[config.mk]
export PLATFORM = sky130hd
export DESIGN_NAME = lifo_arbiter
export DESIGN_NICKNAME = d
export VERILOG_FILES = /design/src/rtl/lifo_arbiter.sv
export SDC_FILE = /design/constraint.sdc
export NUM_CORES = 1
export LEC_CHECK = 0
export CORE_MARGIN = 8
export CORE_UTILIZATION = 39
export CTS_BUF_LIST = sky130_fd_sc_hd__clkbuf_4 sky130_fd_sc_hd__clkbuf_8
export CTS_CLUSTER_SIZE = 20
export DETAILED_ROUTE_END_ITERATION = 10
export GPL_TIMING_DRIVEN = 0
export PLACE_DENSITY = 0.82
export RECOVER_POWER = 50
export SLEW_MARGIN = 20
export SYNTH_ARGS = -nofsm -noshare
export SYNTH_HDL_FRONTEND = slang
export SYNTH_SLANG_ARGS = --single-unit
export TNS_END_PERCENT = 50
[constraint.sdc]
create_clock -name clk -period 2.5 [get_ports clk]
set_input_delay 0.375 -clock clk [delete_from_list [all_inputs] [get_ports clk]]
set_output_delay 0.375 -clock clk [all_outputs]
set_load 0.01 [all_outputs]
[src/rtl/lifo_arbiter.sv]
// Round-robin arbiter sharing one LIFO stack between requesters A and B.
// Optional statistics counters are built when LIFO_ARBITER_STATS_EN is defined.
module lifo_arbiter #(
  parameter int DW = 8
) (
  input  logic          clk,
  input  logic          rst,
  input  logic          a_push,
  input  logic          a_pop,
  input  logic [DW-1:0] a_wdata,
  output logic          a_ack,
  output logic          a_err,
  output logic [DW-1:0] a_rdata,
  input  logic          b_push,
  input  logic          b_pop,
  input  logic [DW-1:0] b_wdata,
  output logic          b_ack,
  output logic          b_err,
  output logic [DW-1:0] b_rdata,
  output logic [DW-1:0] lifo_in,
  output logic          lifo_wn,
  output logic          lifo_rn,
  input  logic [DW-1:0] lifo_out,
  input  logic          lifo_full,
  input  logic          lifo_empty,
  output logic          busy,
  output logic [15:0]   push_cnt,
  output logic [15:0]   pop_cnt,
  output logic [15:0]   rej_cnt
);

  typedef enum logic [1:0] {IDLE, ISSUE, POP_WAIT, RESP} state_t;

  state_t        state, state_nxt;
  logic          ptr;      // 0 = A has priority, 1 = B
  logic          gnt;      // latched grant, 0 = A, 1 = B
  logic          op_push;
  logic          op_err;

  logic          a_act, b_act, any_act;
  logic          sel_b, sel_push, sel_rej;
  logic [DW-1:0] sel_data;
  logic          wn_nxt, rn_nxt;

  // A requester still holding its request during its own ack cycle is not
  // a new request, so it is masked to avoid serving it twice.
  assign a_act    = (a_push | a_pop) & ~a_ack;
  assign b_act    = (b_push | b_pop) & ~b_ack;
  assign any_act  = a_act | b_act;
  assign sel_b    = b_act & (~a_act | ptr);
  assign sel_push = sel_b ? b_push : a_push;
  assign sel_data = sel_b ? b_wdata : a_wdata;
  assign sel_rej  = sel_push ? lifo_full : lifo_empty;

  assign busy = (state != IDLE);

  always_comb begin
    state_nxt = state;
    wn_nxt    = 1'b0;
    rn_nxt    = 1'b0;
    case (state)
      IDLE: begin
        if (any_act) begin
          if (sel_rej) begin
            state_nxt = RESP;
          end else begin
            state_nxt = ISSUE;
            wn_nxt    = sel_push;
            rn_nxt    = ~sel_push;
          end
        end
      end
      ISSUE:    state_nxt = op_push ? RESP : POP_WAIT;
      POP_WAIT: state_nxt = RESP;
      RESP:     state_nxt = IDLE;
      default:  state_nxt = IDLE;
    endcase
  end

  // Control: state, grant bookkeeping, stack strobes and handshakes
  always_ff @(posedge clk or negedge rst) begin
    if (!rst) begin
      state   <= IDLE;
      ptr     <= 1'b0;
      gnt     <= 1'b0;
      op_push <= 1'b0;
      op_err  <= 1'b0;
      lifo_wn <= 1'b0;
      lifo_rn <= 1'b0;
      a_ack   <= 1'b0;
      a_err   <= 1'b0;
      b_ack   <= 1'b0;
      b_err   <= 1'b0;
    end else begin
      state   <= state_nxt;
      lifo_wn <= wn_nxt;
      lifo_rn <= rn_nxt;
      a_ack   <= (state == RESP) & ~gnt;
      a_err   <= (state == RESP) & ~gnt & op_err;
      b_ack   <= (state == RESP) & gnt;
      b_err   <= (state == RESP) & gnt & op_err;
      if (state == IDLE && any_act) begin
        gnt     <= sel_b;
        op_push <= sel_push;
        op_err  <= sel_rej;
      end
      if (state == RESP) ptr <= ~gnt;
    end
  end

  // Data: push operand toward the stack, popped data back to the grantee
  always_ff @(posedge clk or negedge rst) begin
    if (!rst) begin
      lifo_in <= '0;
      a_rdata <= '0;
      b_rdata <= '0;
    end else begin
      if (state == IDLE && any_act && sel_push && !sel_rej) lifo_in <= sel_data;
      if (state == POP_WAIT) begin
        if (gnt) b_rdata <= lifo_out;
        else     a_rdata <= lifo_out;
      end
    end
  end

`ifdef LIFO_ARBITER_STATS_EN
  function automatic logic [15:0] sat_inc(input logic [15:0] v);
    return (v == 16'hFFFF) ? v : v + 16'd1;
  endfunction

  always_ff @(posedge clk or negedge rst) begin
    if (!rst) begin
      push_cnt <= '0;
      pop_cnt  <= '0;
      rej_cnt  <= '0;
    end else if (state == RESP) begin
      if (op_err)       rej_cnt  <= sat_inc(rej_cnt);
      else if (op_push) push_cnt <= sat_inc(push_cnt);
      else              pop_cnt  <= sat_inc(pop_cnt);
    end
  end
`else
  assign push_cnt = '0;
  assign pop_cnt  = '0;
  assign rej_cnt  = '0;
`endif

endmodule
-- Word-level counts from Yosys, hierarchy flattened
Index checks and enable logic that the tools add are counted.
- reduce and logical (&&, ||, !) cells: 8
- bitwise operators: 16
- equality and inequality tests: 4
- mux-type cells: 13
- operators with widths (kind ; number):
    $mux W1 ; 9
    $mux W8 ; 1
    $pmux W2 S4 ; 1
    $and A1 B1 Y1 ; 7
    $not A1 Y1 ; 5
    $eq A2 B2 Y1 const B ; 2
    $mux W2 ; 2
    $or A1 B1 Y1 ; 4
    $reduce_and A2 Y1 ; 2
    $logic_and A1 B1 Y1 ; 3
    $eq A2 B1 Y1 const B ; 1
    $logic_not A2 Y1 ; 1
    $ne A2 B2 Y1 const B ; 1
    $reduce_bool A2 Y1 ; 1
    $logic_not A1 Y1 ; 1
- output and inout bits: 79
- register bits: 36
- logic and storage cells: 55

-- Longest topological paths before layout
Gate-level depths: netlist of the first run.
- depth in word-level cells: 10
- depth in mapped cells: 6
- gate-level depth less buffers: 6

-- Worst setup path before layout of the first run
OpenSTA, ideal clock, no wires.
- path type: reg2reg
- start point: reg state[0]
- end point: reg lifo_in[0]
- cell stages (with the launch flop): 6
- arrival: 1652 ps
- setup slack: 724 ps
- period minus slack after synthesis: 1776 ps
- library setup time: 125 ps
- cells stage by stage: dfrtp_1 > inv_1 > ha_1 > o21ai_2 > a211oi_4 > mux2_2
- cells in the longest elaborated chain, start to end: 4
- RTL lines (item ; RTL line ; text):
    start, declared ; 34 ; state_t state, state_nxt;
    start signal, assigned ; 95 ; state <= state_nxt;
    $logic_not A2 Y1 ; 118 ; if (state == IDLE && any_act && sel_push && !sel_rej) lifo_in <= sel_data;
    $logic_and A1 B1 Y1 (3 in a row) ; 118 ;
    end signal, assigned ; 118 ;
    end, declared ; 20 ; output logic [DW-1:0] lifo_in,
No other way between the ends.
A chain may end at the register's enable or synchronous reset.

-- Worst setup path after layout of the first run
- start point: reg state[0]
- end point: out busy
- cells in the longest elaborated chain, start to end: 1
- RTL lines (item ; RTL line ; text):
    $reduce_bool A2 Y1 ; 55 ; assign busy = (state != IDLE);
    end, declared ; 26 ; output logic busy,
No other way between the ends.

==> results.json, run 1 <==
{
  "status": "completed",
  "ys_ff_latch": 36,
  "cp_data_required_time_ns": 2.12,
  "p_sw_share_pct": 33.0,
  "gp_congestion": 0.755,
  "fin_tns_setup_ns": 0,
  "fin_crit_sh_pct": 84.5,
  "antennaDiodeCount": 0,
  "area_delta_synth_final_pct": 49.9,
  "ys_seq_area_share_pct": 46.3,
  "dp_hpwl_mm": 3.74,
  "synthCells": 163,
  "worst-setup-path-type": "flip-flop to output port",
  "crit_path_frequent_cell": "inv_1",
  "setup_viol": 0,
  "fmax_mhz": 473,
  "hold_viol": 0,
  "end_kind": "output port",
  "fp-row-count": 25,
  "routed_via_density": 4.00,
  "path_cells": "inv_1, ha_1, inv_1, clkdlybuf4s50_1",
  "cts_buffer_depth": 2,
  "postRouteAntennaNets": 0,
  "min_from": "a_rdata[4]",
  "io-pin-count": 111,
  "grt_pass1_wl_mm": 7.11,
  "grt_setup_unrepaired": "false",
  "grt_pass1_vias": 1419,
  "p_int_w": 0.00191,
  "ir_worst_vdd_mv": 0.522,
  "critPathSlowestCell": "clkdlybuf4s50_1",
  "final_nets": 317,
  "overflow": 0,
  "period_needed_ns": 2.11,
  "grt_max_degree": 29,
  "cts.reportedPaths.clkPinSlew_ns": 0.07,
  "p_sw_w": 0.000943,
  "cts_tree": "done",
  "core_area_sq_um": 4750,
  "dr.first_iter.drc_count": 70,
  "pwr-share-clk_pct": 13.8,
  "final_cell_mix": "clkdlybuf4s50_1, buf_4, conb_1",
  "p_per_area_nw_per_um2": 979,
  "htree_levels": 2,
  "cts_made_buffers": 5,
  "final_common_cell": "clkdlybuf4s50_1",
  "netlist_area_sq_um": 1940,
  "cts_setup_buffers": 0,
  "skew_ns": 0.00822,
  "dieArea_sq_um": 7500,
  "arrival_ns": 1.74,
  "die_x_microns": 86.6,
  "cap_viol_max_count": 0,
  "wl_per_cell_microns": 13.1,
  "dr.pass1.iters": 4,
  "antenna_found_initial": 0,
  "io_buffers": 62,
  "cts_root_buf": "clkbuf_8",
  "die_h_microns": 86.6,
  "via_count": 1391,
  "slew_violations": 0,
  "cts_num_sinks": 36,
  "worstPathMaxFanout": 7,
  "start_kind": "flip-flop",
  "synthDistinctLibCells": 27,
  "startpoint": "state[0]",
  "track_usage_pct": 12.1,
  "p_comb_share_pct": 50.7,
  "worst_slack_ns": 0.387,
  "hold_class": "flip-flop to flip-flop",
  "avgSynthCellArea_sq_um": 11.9,
  "crit_path_max_incr_delay_ns": 0.56,
  "clk_latency_ns": 0.28,
  "synth_warnings": 0,
  "totalWireLength_mm": 4.57,
  "tightest_slew_ns": 0.704,
  "power.leakage_nw": 1.43,
  "worstReg2RegStart": "state[0]",
  "drive_gt1_share_pct": 34.5,
  "maxSlewHeadroom_pct": 53.1,
  "start_util_pct": 40.9,
  "drc": 0,
  "preCtsSetupSlack_ns": 0.259,
  "p_seq_share_pct": 35.5
}
[per-layer routing]
metal	vias to the layer above	track usage (%)	share of wire, %
met1	649	12.0	35
met2	49	22.2	55
li1	688	-	-
met4	0	3.29	0.79
met5	-	0	0
met3	5	5.10	9.3
[final cells by class]
class | instances | area, sq um
Multi-Input combinational cell | 121 | 841
Inverter | 4 | 15.0
Fill cell | 413 | 1840
Timing Repair Buffer | 64 | 629
Tap cell | 67 | 83.8
Buffer | 49 | 364
Sequential cell | 36 | 901
Clock buffer | 6 | 76.3
Clock inverter | 1 | 5.00
[critical path, delay by kind of cell (launching register included)]
family,cells,cell delay [ns]
adders and majority gates,1,0.30
DFF,1,0.41
buffers and inverters,3,0.76
[synth_stat cells (all sizes together)]
library cell / count / area (sq um)
nand3: 3 / 15.0
nand2: 4 / 15.0
and3: 1 / 6.26
mux2: 33 / 372
o21ba: 2 / 26.3
buf: 48 / 360
and2b: 1 / 8.76
nor2: 5 / 18.8
a211o: 1 / 10.0
a211oi: 1 / 20.0
dfrtp: 36 / 901
inv: 4 / 15.0
conb: 1 / 3.75
clkbuf: 1 / 3.75
and2: 2 / 12.5
o21a: 1 / 7.51
o21bai: 1 / 11.3
nor3: 1 / 5.00
nand4: 1 / 6.26
or2b: 1 / 7.51
o21ai: 6 / 37.5
ha: 4 / 50.1
a31oi: 2 / 12.5
nor2b: 3 / 18.8
[repair_timing]
item / CTS / global route
gates resized for setup: 0 / 0
endpoints found under the hold margin: 8 / 0
endpoints found under the setup margin: 0 / 0
hold buffers: 1 / 0
[per-stage QoR]
| step | instance area (sq um) | total power [W] | hold slack, ns | utilization [%] | std cells |
|---|---|---|---|---|---|
| after global routing | 2920 | 0.00306 | 0.510 | 61.3 | 348 |
| after global placement | 2830 | 0.00247 | 0.488 | 59.4 | 339 |
| after floorplan | 2120 | 0.00182 | 0.0794 | - | 210 |
| after detailed placement | 2840 | 0.00251 | 0.254 | 59.7 | 340 |
| final | 2920 | 0.00285 | 0.502 | 61.3 | 348 |
| after CTS | 2930 | 0.00292 | 0.502 | 61.7 | 348 |
[state kept, by name, indices dropped and copies added, names as in the netlist, 2 cells and up]
signal,cells
a_rdata,8
state,2
b_rdata,8
lifo_in,8
[power groups by stage]
stage / Clock, W / Combinational (W) / Sequential, W
floorplan: 0 / 0.000701 / 0.00112
global placement: 0 / 0.00145 / 0.00101
detailed placement: 0 / 0.00148 / 0.00103
CTS: 0.000406 / 0.00149 / 0.00102
global route: 0.000433 / 0.00157 / 0.00105
finish: 0.000394 / 0.00145 / 0.00101
[logic make-up (layout without fill, tap and decap cells)]
kind of cell / after synthesis / count (layout) / share of synthesized area, %
AO/OA/AOI/OAI: 14 / 14 / 6.44
adder cells (fa/ha/maj): 4 / 4 / 2.57
buffers and inverters: 53 / 124 / 19.5
flip-flops: 36 / 36 / 46.3
multiplexers: 33 / 33 / 19.1
other: 1 / 48 / 0.193
AND/OR/NAND/NOR: 22 / 22 / 5.86
[worst paths after layout]
path,end,slack [ns],cells past startpoint
worst min-delay path,a_rdata[4],0.50,1
worst min register to register,a_rdata[4],0.50,1
max in group asynchronous,a_rdata[2],0.86,3
worst max-delay path,busy,0.39,4
worst max register to register,lifo_in[4],0.44,5
min in group asynchronous,lifo_in[7],0.57,2
No activity file was read; power rests on OpenSTA's default activity.
==> run 2: changes to the inputs <==
==> constraint.sdc (replaced) <==
create_clock -name clk -period 2.1 [get_ports clk]
set_input_delay 0.315 -clock clk [delete_from_list [all_inputs] [get_ports clk]]
set_output_delay 0.315 -clock clk [all_outputs]
set_load 0.01 [all_outputs]
==> results.json, run 2 (synthesized netlist as in run 1, its figures left out) <==
{
  "status": "completed",
  "start_kind": "flip-flop",
  "fin_crit_sh_pct": 94.9,
  "core_area_sq_um": 4750,
  "tightest_slew_ns": 0.704,
  "fill_cells": 411,
  "grt_max_degree": 29,
  "grt_pass1_wl_mm": 7.11,
  "hold_ws_ns": 0.502,
  "track_usage_pct": 12.1,
  "setup_viol": 0,
  "drc": 0,
  "totalWireLength_mm": 4.56,
  "path_delay_family": "buffers and inverters",
  "antenna_found_initial": 0,
  "instances_no_fill": 349,
  "grt_pass1_vias": 1419,
  "reg.largest.list": "a_rdata (8), b_rdata (8), lifo_in (8)",
  "drive_gt1_share_pct": 34.4,
  "cap_viol_max_count": 0,
  "wl_met3_microns": 425,
  "worstPathMaxFanout": 7,
  "final_cell_mix": "clkdlybuf4s50_1, buf_4, conb_1",
  "dp_hpwl_mm": 3.74,
  "die_x_microns": 86.6,
  "power.leakage_nw": 1.43,
  "worst-setup-path-type": "flip-flop to output port",
  "arrival_ns": 1.68,
  "wl_per_cell_microns": 13.1,
  "dieArea_sq_um": 7500,
  "cts_num_sinks": 36,
  "p_comb_share_pct": 50.9,
  "slew_violations": 0,
  "fmax_mhz": 502,
  "p_int_w": 0.00228,
  "ir_worst_vdd_mv": 0.621,
  "dp.cells": 340,
  "io_buffers": 62,
  "final_nets": 318,
  "p_per_area_nw_per_um2": 1160,
  "overflow": 0,
  "grt_setup_unrepaired": "false",
  "period_needed_ns": 1.99,
  "clk_latency_ns": 0.28,
  "post_cts_resized": 0,
  "multi_input_area_sq_um": 841,
  "routed_via_density": 4.00,
  "crit_path_frequent_cell": "inv_1",
  "p_sw_share_pct": 33.0,
  "die_h_microns": 86.6,
  "skew_ns": 0.00785,
  "crit_path_max_incr_delay_ns": 0.56,
  "end_kind": "output port",
  "hold_class": "flip-flop to flip-flop",
  "area_delta_synth_final_pct": 50.1,
  "rrSetupSlack_ns": 0.13,
  "route.met2.wl_mm": 2.53,
  "final_common_cell": "clkdlybuf4s50_1",
  "cts_buffer_depth": 2,
  "cp_num_buf_inv": 3,
  "gp_congestion": 0.755,
  "io-pin-count": 111,
  "start_util_pct": 40.9,
  "cp_data_required_time_ns": 1.78,
  "p_seq_share_pct": 35.3,
  "cts_tree": "done",
  "dr.first_iter.drc_count": 69,
  "postRouteAntennaNets": 0,
  "path_cells": "inv_1, ha_1, inv_1, clkdlybuf4s50_1",
  "htree_levels": 2,
  "cts_root_buf": "clkbuf_8",
  "pwr-share-clk_pct": 13.8,
  "fin_util_pct": 61.4,
  "hold_viol": 0,
  "p_sw_w": 0.00112,
  "seq_area_sq_um": 901,
  "critPathSlowestCell": "clkdlybuf4s50_1",
  "via_count": 1397,
  "cts.reportedPaths.clkPinSlew_ns": 0.07,
  "power_w": 0.00340,
  "cts_made_buffers": 5,
  "antennaDiodeCount": 0,
  "top_layer": "met4",
  "fp-row-count": 25,
  "dr.pass1.iters": 4,
  "maxSlewHeadroom_pct": 53.1,
  "wl_met1_mm": 1.57,
  "fin_tns_setup_ns": 0
}
[run 2: path summary, 6_finish.rpt]
| path | end | start | cells past startpoint |
|---|---|---|---|
| setup / recovery | busy | state[1] | 4 |
| hold / removal | a_rdata[4] | a_rdata[4] | 1 |
| setup reg to reg | lifo_in[4] | state[1] | 5 |
| hold reg to reg | a_rdata[4] | a_rdata[4] | 1 |
| max in group asynchronous | a_rdata[2] | rst | 3 |
| min in group asynchronous | lifo_in[7] | rst | 2 |
[run 2: repair_timing]
item	in CTS	in global routing
endpoints found under the hold margin	8	0
setup endpoints to repair	0	9
buffers inserted	0	1
hold buffers	1	0
[run 2: worst reg2reg max path, cell delays in order (launching register included)]
cell and delay (ns):
dfrtp_1 0.41, inv_1 0.10, ha_1 0.30, o21ai_2 0.18
a211oi_4 0.46, mux2_2 0.40
[run 2: final cells by class]
| class | count | share of cell area [%] |
|---|---|---|
| flip-flops and latches | 36 | 30.9 |
| multi-input cells | 121 | 28.8 |
| repair buffers | 65 | 21.7 |
| plain buffers | 49 | 12.5 |
| well taps | 67 | 2.87 |
| clock buffers | 6 | 2.61 |
| inverters | 4 | 0.514 |
| clock inverters | 1 | 0.171 |
[run 2: power groups by stage]
stage	Combinational, W	Sequential (W)	Clock [W]
finish	0.00173	0.00120	0.000468
global route	0.00188	0.00124	0.000516
CTS	0.00178	0.00121	0.000483
detailed placement	0.00177	0.00122	0
global placement	0.00173	0.00120	0
floorplan	0.000835	0.00133	0
[run 2: through the flow]
stage | setup WS (ns) | cell area [sq um]
after global placement | -0.105 | 2830
after floorplan | 0.324 | 2120
final | 0.106 | 2920
after CTS | 0.0202 | 2930
after global routing | 0.0231 | 2920
after detailed placement | -0.0813 | 2840
[run 2: layer usage]
metal	global-route usage, %	up-vias
met2	22.2	49
li1	-	690
met1	12.0	653
met5	0	-
met3	5.10	5
met4	3.29	0
